===== src/rtl/div_pkg.sv =====
`default_nettype none
// ============================================================================
// Module   : div_pkg
// Purpose  : Shared definitions for the seq_divider block: default operand
//            width, FSM state encoding and the divide-by-zero quotient value.
// Ports    : none (package)
// Revision : 1.0 - initial release
// ============================================================================
package div_pkg;

  localparam int DIV_WIDTH = 32;

  // FSM state encoding
  localparam logic [1:0] C_ST_IDLE  = 2'd0;
  localparam logic [1:0] C_ST_LOAD  = 2'd1;
  localparam logic [1:0] C_ST_ITER  = 2'd2;
  localparam logic [1:0] C_ST_FIXUP = 2'd3;

  typedef enum logic [1:0] {
    IDLE  = C_ST_IDLE,
    LOAD  = C_ST_LOAD,
    ITER  = C_ST_ITER,
    FIXUP = C_ST_FIXUP
  } state_t;

  // Quotient reported for a zero divisor (all ones, i.e. -1)
  localparam logic [DIV_WIDTH-1:0] DIV_ZERO_QUOT = '1;

endpackage
`default_nettype wire


===== src/rtl/seq_divider_if.sv =====
`default_nettype none
// ============================================================================
// Module   : seq_divider_if
// Purpose  : Handshake and operand/result bundle between the control unit
//            (master) and the sequential divider (slave).
// Signals  : start, dividend, divisor      master -> slave
//            busy, done, quotient,
//            remainder, div_zero           slave  -> master
// Revision : 1.0 - initial release
// ============================================================================
interface seq_divider_if
  import div_pkg::*;
#(
  parameter int WIDTH = DIV_WIDTH
);
  logic             start;
  logic [WIDTH-1:0] dividend;
  logic [WIDTH-1:0] divisor;
  logic             busy;
  logic             done;
  logic [WIDTH-1:0] quotient;
  logic [WIDTH-1:0] remainder;
  logic             div_zero;

  modport master (
    output start, dividend, divisor,
    input  busy, done, quotient, remainder, div_zero
  );

  modport slave (
    input  start, dividend, divisor,
    output busy, done, quotient, remainder, div_zero
  );
endinterface
`default_nettype wire


===== src/rtl/div_step.sv =====
`default_nettype none
// ============================================================================
// Module   : div_step
// Purpose  : One combinational non-restoring division step. The partial
//            remainder is shifted left taking in the next dividend bit, then
//            the divisor is subtracted (P >= 0) or added (P < 0). The new
//            quotient bit is the inverted sign of the result.
// Ports    : i_p     WIDTH+1  partial remainder (signed)
//            i_d     WIDTH    divisor magnitude (unsigned)
//            i_bit   1        next dividend bit, MSB first
//            o_p     WIDTH+1  new partial remainder
//            o_q_bit 1        quotient bit produced by this step
// Revision : 1.0 - initial release
// ============================================================================
module div_step
  import div_pkg::*;
#(
  parameter int WIDTH = DIV_WIDTH
) (
  input  wire logic [WIDTH:0]   i_p,
  input  wire logic [WIDTH-1:0] i_d,
  input  wire logic             i_bit,
  output logic      [WIDTH:0]   o_p,
  output logic                  o_q_bit
);

  logic [WIDTH:0] w_shift;
  logic [WIDTH:0] w_d_ext;

  assign w_shift = {i_p[WIDTH-1:0], i_bit};
  // Divisor magnitude can be 2^(WIDTH-1); the extra bit keeps it positive.
  assign w_d_ext = {1'b0, i_d};
  assign o_p     = i_p[WIDTH] ? (w_shift + w_d_ext) : (w_shift - w_d_ext);
  assign o_q_bit = ~o_p[WIDTH];

endmodule
`default_nettype wire


===== src/rtl/seq_divider.sv =====
`default_nettype none
// ============================================================================
// Module   : seq_divider
// Purpose  : Multi-cycle signed divider (DIV: quotient -> LO, remainder ->
//            HI). Non-restoring radix-2 iteration on operand magnitudes,
//            followed by a remainder correction and sign fix-up. Results
//            truncate toward zero; the remainder carries the dividend sign.
// Ports    : clk   system clock, rising edge
//            clr   asynchronous active-high reset
//            bus   seq_divider_if.slave (start/operands in,
//                  busy/done/quotient/remainder/div_zero out)
// Macro    : DIV_ZERO_FAST_EN - a zero divisor skips the iteration phase so
//            done arrives two cycles after accept instead of WIDTH+2.
// Revision : 1.0 - initial release
// ============================================================================
module seq_divider
  import div_pkg::*;
#(
  parameter int WIDTH = DIV_WIDTH
) (
  input  wire logic    clk,
  input  wire logic    clr,
  seq_divider_if.slave bus
);

  localparam int             CW         = $clog2(WIDTH);
  localparam logic [CW-1:0]  C_LAST     = CW'(WIDTH - 1);
  localparam logic [CW-1:0]  C_CNT_ONE  = CW'(1);
  localparam logic [WIDTH-1:0] C_ONE    = WIDTH'(1);
  // All-ones quotient, sized to WIDTH from the package constant
  localparam logic [WIDTH-1:0] C_ZQ     = {WIDTH{DIV_ZERO_QUOT[0]}};

  state_t             r_state;
  logic [CW-1:0]      r_count;
  logic [WIDTH:0]     r_p;        // partial remainder
  logic [WIDTH-1:0]   r_q;        // dividend magnitude shifting out, quotient shifting in
  logic [WIDTH-1:0]   r_d;        // divisor magnitude
  logic [WIDTH-1:0]   r_dvd_raw;  // original dividend, returned as remainder on /0
  logic               r_sign_q;
  logic               r_sign_r;
  logic               r_zero;
  logic               r_busy;
  logic               r_done;
  logic [WIDTH-1:0]   r_quot;
  logic [WIDTH-1:0]   r_rem;
  logic               r_div_zero;

  logic [WIDTH-1:0]   w_dvd_mag;
  logic [WIDTH-1:0]   w_dvs_mag;
  logic [WIDTH:0]     w_step_p;
  logic               w_step_q;
  logic [WIDTH:0]     w_fix_p;
  logic [WIDTH-1:0]   w_mag_r;
  logic [WIDTH-1:0]   w_quot;
  logic [WIDTH-1:0]   w_rem;

  // Two's-complement magnitude; the most negative value maps onto itself,
  // which read as unsigned is exactly its magnitude.
  assign w_dvd_mag = bus.dividend[WIDTH-1] ? (~bus.dividend + C_ONE) : bus.dividend;
  assign w_dvs_mag = bus.divisor[WIDTH-1]  ? (~bus.divisor + C_ONE)  : bus.divisor;

  div_step #(.WIDTH(WIDTH)) u_step (
    .i_p     (r_p),
    .i_d     (r_d),
    .i_bit   (r_q[WIDTH-1]),
    .o_p     (w_step_p),
    .o_q_bit (w_step_q)
  );

  // Final correction: a negative partial remainder still owes one divisor.
  assign w_fix_p = r_p[WIDTH] ? (r_p + {1'b0, r_d}) : r_p;
  assign w_mag_r = w_fix_p[WIDTH-1:0];
  assign w_quot  = r_sign_q ? (~r_q + C_ONE) : r_q;
  assign w_rem   = r_sign_r ? (~w_mag_r + C_ONE) : w_mag_r;

  always_ff @(posedge clk or posedge clr) begin
    if (clr) begin
      r_state    <= IDLE;
      r_count    <= '0;
      r_p        <= '0;
      r_q        <= '0;
      r_d        <= '0;
      r_dvd_raw  <= '0;
      r_sign_q   <= 1'b0;
      r_sign_r   <= 1'b0;
      r_zero     <= 1'b0;
      r_busy     <= 1'b0;
      r_done     <= 1'b0;
      r_quot     <= '0;
      r_rem      <= '0;
      r_div_zero <= 1'b0;
    end else begin
      r_done <= 1'b0;
      case (r_state)
        IDLE: begin
          if (bus.start) begin
            r_q       <= w_dvd_mag;
            r_d       <= w_dvs_mag;
            r_dvd_raw <= bus.dividend;
            r_sign_q  <= bus.dividend[WIDTH-1] ^ bus.divisor[WIDTH-1];
            r_sign_r  <= bus.dividend[WIDTH-1];
            r_zero    <= (bus.divisor == '0);
            r_busy    <= 1'b1;
            r_state   <= LOAD;
          end
        end
        LOAD: begin
          r_p     <= '0;
          r_count <= '0;
`ifdef DIV_ZERO_FAST_EN
          r_state <= r_zero ? FIXUP : ITER;
`else
          r_state <= ITER;
`endif
        end
        ITER: begin
          r_p <= w_step_p;
          r_q <= {r_q[WIDTH-2:0], w_step_q};
          if (r_count == C_LAST) begin
            r_state <= FIXUP;
          end else begin
            r_count <= r_count + C_CNT_ONE;
          end
        end
        FIXUP: begin
          // A zero divisor overrides whatever the iteration produced.
          if (r_zero) begin
            r_quot <= C_ZQ;
            r_rem  <= r_dvd_raw;
          end else begin
            r_quot <= w_quot;
            r_rem  <= w_rem;
          end
          r_div_zero <= r_zero;
          r_done     <= 1'b1;
          r_busy     <= 1'b0;
          r_state    <= IDLE;
        end
        default: r_state <= IDLE;
      endcase
    end
  end

  assign bus.busy      = r_busy;
  assign bus.done      = r_done;
  assign bus.quotient  = r_quot;
  assign bus.remainder = r_rem;
  assign bus.div_zero  = r_div_zero;

endmodule
`default_nettype wire


===== src/flat_wrapper.sv =====
// flat-port wrapper written by rule: the top's interface ports become plain ports
module seq_divider_flat import div_pkg::*;
#(
  parameter int WIDTH = DIV_WIDTH
)
  (clk, clr, bus_start, bus_dividend, bus_divisor, bus_busy, bus_done, bus_quotient, bus_remainder, bus_div_zero);
  seq_divider_if #(.WIDTH(WIDTH)) bus_i ();
  input  wire logic clk;
  input  wire logic clr;
  input wire logic [$bits(bus_i.start)-1:0] bus_start;
  input wire logic [$bits(bus_i.dividend)-1:0] bus_dividend;
  input wire logic [$bits(bus_i.divisor)-1:0] bus_divisor;
  output wire logic [$bits(bus_i.busy)-1:0] bus_busy;
  output wire logic [$bits(bus_i.done)-1:0] bus_done;
  output wire logic [$bits(bus_i.quotient)-1:0] bus_quotient;
  output wire logic [$bits(bus_i.remainder)-1:0] bus_remainder;
  output wire logic [$bits(bus_i.div_zero)-1:0] bus_div_zero;
  assign bus_i.start = bus_start;
  assign bus_i.dividend = bus_dividend;
  assign bus_i.divisor = bus_divisor;
  assign bus_busy = bus_i.busy;
  assign bus_done = bus_i.done;
  assign bus_quotient = bus_i.quotient;
  assign bus_remainder = bus_i.remainder;
  assign bus_div_zero = bus_i.div_zero;
  seq_divider #(.WIDTH(WIDTH)) u_core (.clk(clk), .clr(clr), .bus(bus_i));
endmodule

===== config.mk =====
export PLATFORM = sky130hd
export DESIGN_NAME = seq_divider_flat
export DESIGN_NICKNAME = d
export VERILOG_FILES = /design/src/rtl/div_pkg.sv /design/src/rtl/seq_divider_if.sv /design/src/rtl/div_step.sv /design/src/rtl/seq_divider.sv /design/src/flat_wrapper.sv
export SDC_FILE = /design/constraint.sdc
export NUM_CORES = 1
export LEC_CHECK = 0
export CAP_MARGIN = 20
export CORE_MARGIN = 2
export CORE_UTILIZATION = 55
export CTS_CLUSTER_DIAMETER = 60
export DETAILED_ROUTE_END_ITERATION = 10
export PLACE_DENSITY_LB_ADDON = 0.12
export REMOVE_ABC_BUFFERS = 1
export SYNTH_ARGS = -nofsm -noshare
export SYNTH_HDL_FRONTEND = slang
export SYNTH_SLANG_ARGS = --single-unit

===== constraint.sdc =====
create_clock -name clk -period 10.3 [get_ports clk]
set_input_delay 1.03 -clock clk [delete_from_list [all_inputs] [get_ports clk]]
set_output_delay 1.03 -clock clk [all_outputs]
set_load 0.005 [all_outputs]

* Word-level counts from Yosys, hierarchy flattened
Index checks and enable logic that the tools add are counted.
** Word-level totals
- Output and inout port bits :: 67
- Word-level logic and storage cells :: 64
- Bits in read-only memories :: 0
- RAM bits :: 0
- Memories :: 0
- Bits in registers :: 206
- Latch bits :: 0
- Input bits :: 67
** Operators by class
- Div/mod/pow operators :: 0
- Multiplexer cells :: 19
- Add/subtract/negate cells :: 8
- Bitwise logic cells :: 6
- Eq/ne operators :: 7
- $mul :: 0
- Order comparisons :: 0
- Shifts and indexed selects :: 0
- Reductions and logical operators :: 10
** Operator list (count)
- $mux 32 :: 8
- $add 32x1->32 const B :: 4
- $not 32->32 :: 4
- $pmux 33 s2 :: 1
- $pmux 32 s2 :: 1
- $add 33x32->33 :: 1
- $mux 33 :: 1
- $sub 33x32->33 :: 1
- $add 32x32->32 :: 1
- $logic_not 32->1 :: 1
- $pmux 5 s2 :: 1
- $reduce_and 2->1 :: 5
- $pmux 2 s4 :: 1
- $reduce_bool 2->1 :: 3
- $add 5x1->5 const B :: 1
- $eq 5x5->1 const B :: 1
- $mux 5 :: 1
- $eq 2x2->1 const B :: 2
- $mux 2 :: 2
- $ne 2x2->1 const B :: 2
- $eq 2x1->1 const B :: 1
- $logic_not 2->1 :: 1
- $mux 1 :: 2
- $ne 2x1->1 const B :: 1
- other kinds (3) :: 3

* Longest topological paths before layout
- Depth in word-level cells :: 6
- Gate-level depth with buffers :: 22

* Modules after synthesis
From an unflattened synthesis, not the netlist that was laid out.
** Unflattened totals
- Cells, all modules :: 1896
- Area, all modules :: 15461.1 um^2
** By module, submodules not included
- seq_divider :: seq. area each 5129.9 um^2, cells an instance 1570, area an instance 13151.4 um^2, times used 1
- div_step :: seq. area each 0.0 um^2, cells an instance 326, area an instance 2309.7 um^2, times used 1

* Worst setup path before layout
OpenSTA, ideal clock, no wires.
- Path kind :: reg-to-reg
- Start point :: register u_core.r_p[32]
- End point :: register u_core.r_p[31]
- Arrival time :: 5.377 ns
- Data required time :: 10.159 ns
- Setup time :: 0.141 ns
- Setup slack :: 4.782 ns
- Period minus slack after synthesis :: 5.518 ns
- Stages on the path, launching flop included :: 22
- Buffers on the path :: 8
- Path through :: dfrtp_1 -> clkbuf_1 -> clkbuf_1 -> buf_1 -> clkbuf_1 -> buf_1 -> clkbuf_1 -> buf_1 -> clkbuf_1 -> mux2_2 -> ha_1 -> a21o_1 -> a21oi_1 -> o31a_1 -> nand3_1 -> a21oi_1 -> o21ai_0 -> a21oi_1 -> o21ai_0 -> a311oi_1 -> xor2_1 -> o22ai_1
** On the way
- Longest elaborated chain between the ends :: 2
** RTL lines
- start, declared :: line seq_divider.sv:35 : logic [WIDTH:0] r_p;
- start signal, assigned :: line seq_divider.sv:117 : r_p <= w_step_p;
- $mux 33 :: line div_step.sv:33 : assign o_p = i_p[WIDTH] ? (w_shift + w_d_ext) : (w_shift - w_d_ext);
- $pmux 33 s2 :: line seq_divider.sv:94 : case (r_state)
No other way between the ends.
A chain may end at the register's enable or synchronous reset.

* Worst setup path in the final report
- Start point :: register u_core.r_p[0]
- End point :: register u_core.r_rem[29] (netlist: u_core.bus.remainder[29])
** On the way
- Longest elaborated chain between the ends :: 6
** RTL lines
- $add 32x32->32 :: line seq_divider.sv:71 : assign w_fix_p = r_p[WIDTH] ? (r_p + {1'b0, r_d}) : r_p;
- $mux 32 * :: line seq_divider.sv:71
- $not 32->32 :: line seq_divider.sv:74 : assign w_rem = r_sign_r ? (~w_mag_r + C_ONE) : w_mag_r;
- $add 32x1->32 :: line seq_divider.sv:74
- $mux 32 * :: line seq_divider.sv:74
- $mux 32 * :: line seq_divider.sv:127 : if (r_zero) begin
- end signal, assigned :: line seq_divider.sv:129 : r_rem <= r_dvd_raw;
- end signal, assigned :: line seq_divider.sv:132 : r_rem <= w_rem;
- end, declared :: line seq_divider.sv:45 : logic [WIDTH-1:0] r_rem;
Every way passes the cells marked *; elsewhere a longest branch is shown, timed or not.

==> run summary <==
number of flops mapped to enable cells by yosys: 0
yosys warns: 0
largest net degree at the start of global routing: 87
hold path depth: 1
CTS resizes: 0
postcts setup bufs: 0
vias per cell: 5.95
mux share of post-synthesis cell area: 0.0464
register area share after synthesis: 0.333
switching pwr: 0.00268 W
GP Congestion: 0.975
Synth area leaders: dfrtp_1, xor2_1, ha_1, a21oi_1, o21ai_0
Post-Syn Area: 15400 µm²
run status: complete, no violations
filler instances: 2404
Core Region: 27700 µm²
R2R Setup Slk: 5.60 ns
Inserted Clock Buffers: 26
Reg-to-Reg End: u_core.bus.remainder[29]$_DFFE_PP0P_
Setup crit end kind: register
Gate power share: 0.574
total number of vias: 13900
die area: 29400 µm²
antenna diode count: 0
Detailed Routing Iterations Pass 1: 5
share of cells above drive strength 1: 0.0700
clock root cell: clkbuf_16
final setup vio count: 0
Power Dens Cells: 332 nW/µm²
DRT Wirelength: 40200 µm
CTS tree: done
worst hold slack: 0.505 ns
Skew-Pair Late Insertion Delay: 0.55 ns
r2r worst-path depth: 11
Top FF cell, synth: dfrtp_1
Final TNS setup: 0 ns
Cell Int Power: 0.00326 W
IO buf count: 133
Compound-Gate Fraction of Synth Area: 0.233
area leader, netlist: dfrtp_1
Mapped Cells: 1858
ys async rst share: 1.00
I/O pin cnt: 134
crit start category: register
Slew headroom: 0.324
clock sinks: 205
first-pass GRT wire length: 64700 µm
hold path startpoint: u_core.bus.remainder[23]$_DFFE_PP0P_
maximum VDD drop: 166 µV
die width: 171 µm
detailed placement HPWL: 30400 µm
Final Max Tran Viols: 0
Max Cap Viol: 0
Initial Util: 0.557
Min-Delay Endpoint: u_core.bus.remainder[23]$_DFFE_PP0P_
Site Rows: 61
Final ANT Viol Nets: 0
Worst R2R Start: u_core.r_p[0]$_DFFE_PP0P_
maximum clock path buffer count: 3
Area Growth Syn to Fin: 16.1%
adder-cell area share of the yosys netlist: 0.0626
Post-Synth XOR/XNOR Area: 0.106
WP data required: 10.73 ns
post-synthesis cell type count: 84
clock power share: 0.159
Worst Max-Slew Pin Slew: 1.01 ns
LEAKAGE: 7.66 nW
initial antenna violation count: 1
Setup Crit Path Kind: register to register
fmax: 213 MHz
setup ws final: 5.60 ns
commonest non-fill, non-tap cell in the layout: dfrtp_1
Syn Area/Cell: 8.30 µm²
largest family of logic cells by synthesized area: compound AO/OA/AOI/OAI gates
period utilization: 0.456
worst hold path type: register to register
CTS H-Tree Depth: 1
fin nets: 2083
post-layout util: 0.646
hold buffer count at cts: 0
Post-Synth Simple-Gate Area: 0.178
vias in the first global route: 12700
Synth top area share: 0.333
crit path DAT: 5.13 ns
total global routing overflow: 0
Fin Clk Skew: 0.0238 ns
Place WS: 5.55 ns
Switching Share: 0.451
1st-iter DRT viols: 981
Die Span Y: 171 µm
sequential share of power: 0.267
Hold Violations, Final: 0
CP max FO: 6
Seq cells post-synth: 205
WL/cell: 17.2 µm
Clock transition at path regs: 0.06 ns
RSZ-0062 raised after global routing: false
most frequent cells in the layout: dfrtp_1, nand2_1, a21oi_1
drc violations: 0
overall routing resource usage: 0.273
min cycle time layout: 4.70 ns
## synthesized netlist by cell type, types with 5 or more instances
master,count
dfrtp_1,205
nand2_1,193
a21oi_1,180
nor2_1,172
o21ai_0,158
xor2_1,128
clkbuf_1,74
ha_1,74
inv_1,70
xnor2_1,58
mux2_2,44
nor3_1,36
o31ai_1,36
nand3_1,33
a21o_1,25
or3_1,23
mux2i_1,22
o22ai_1,21
or4_1,20
nor4_1,18
buf_1,17
nand2b_1,16
o41ai_1,16
a31oi_1,15
and3_1,12
nor2b_1,12
o21a_1,12
o21bai_1,11
a211oi_1,10
nand4_1,10
or2_2,10
o21ai_1,8
o2bb2ai_1,8
o211ai_1,6
o31a_1,6
o2111ai_1,5
## power by group through the flow
stage | clock (W) | combinational, W | sequential (W)
floorplan | 0 | 0.00245 | 0.00149
global route | 0.000991 | 0.00382 | 0.00164
CTS | 0.000959 | 0.00339 | 0.00158
detailed placement | 0 | 0.00337 | 0.00159
global placement | 0 | 0.00332 | 0.00157
finish | 0.000945 | 0.00341 | 0.00159
## routing by layer
metal	vias up	global-route usage	routed length (µm)
met5	-	0	12
met4	2	0.0814	1230
met3	67	0.0327	2140
met2	389	0.441	18000
met1	6563	0.385	18800
li1	6872	-	-
## cell type report
cell class / count / area, µm² / share of cell area
Clock inverter: 14 / 211 / 0.0118
Sequential cell: 205 / 5130 / 0.287
Inverter: 70 / 270 / 0.0151
Tap cell: 378 / 473 / 0.0264
Timing Repair Buffer: 150 / 1460 / 0.0815
Multi-Input combinational cell: 1487 / 9670 / 0.540
Clock buffer: 31 / 689 / 0.0385
## logic make-up after synthesis
kind of cell | after synthesis
compound gates | 575
xor+xnor | 186
fa+ha+maj | 76
buf+inv | 166
flops | 205
mux | 66
simple gates | 584
## metrics by stage
step           total power [W]  instances  cell area [µm²]
2_1_floorplan          0.00394       1762            15000
3_3_place_gp           0.00489       2290            17000
3_5_place_dp           0.00496       2290            17000
4_1_cts                0.00593       2335            17900
5_1_grt                0.00645       2335            17900
6_report               0.00595       2335            17900
## state kept, by name, summed over array words and instances (netlist names)
signal	flops
u_core.r_zero	1
u_core.bus.busy	1
u_core.r_p	33
u_core.r_sign_q	1
u_core.r_count	5
u_core.r_q	32
u_core.r_dvd_raw	31
u_core.bus.remainder	32
u_core.bus.done	1
u_core.r_state	2
u_core.r_sign_r	1
u_core.r_d	32
u_core.bus.quotient	32
u_core.bus.div_zero	1
## worst max-delay path, cell delays in order, from the launching register on
cell and delay (ns):
dfrtp_1 0.44, ha_1 0.28, fa_1 0.45, a211oi_2 0.35
o21ai_1 0.17, a211oi_1 0.58, nor2_1 0.14, o311a_1 0.40
nor4b_1 0.34, o2111ai_1 0.36, or4b_2 0.78, o311a_1 0.30
## worst max path at each step
stage	endpoint	cells past startpoint	start	slack [ns]
6_report	u_core.bus.remainder[29]$_DFFE_PP0P_	11	u_core.r_p[0]$_DFFE_PP0P_	5.60
3_5_place_dp	u_core.r_d[30]$_DFFE_PP0P_	12	bus_divisor[0]	5.55
5_1_grt	u_core.r_p[31]$_DFFE_PP0P_	18	u_core.r_d[2]$_DFFE_PP0P_	4.99
2_1_floorplan	u_core.bus.busy$_DFFE_PP0P_	1	clr	3.67
4_1_cts	u_core.r_p[31]$_DFFE_PP0P_	18	u_core.r_d[1]$_DFFE_PP0P_	5.65
3_3_place_gp	u_core.r_d[30]$_DFFE_PP0P_	12	bus_divisor[0]	5.61
Note: power is estimated with default switching activity, not from simulation.
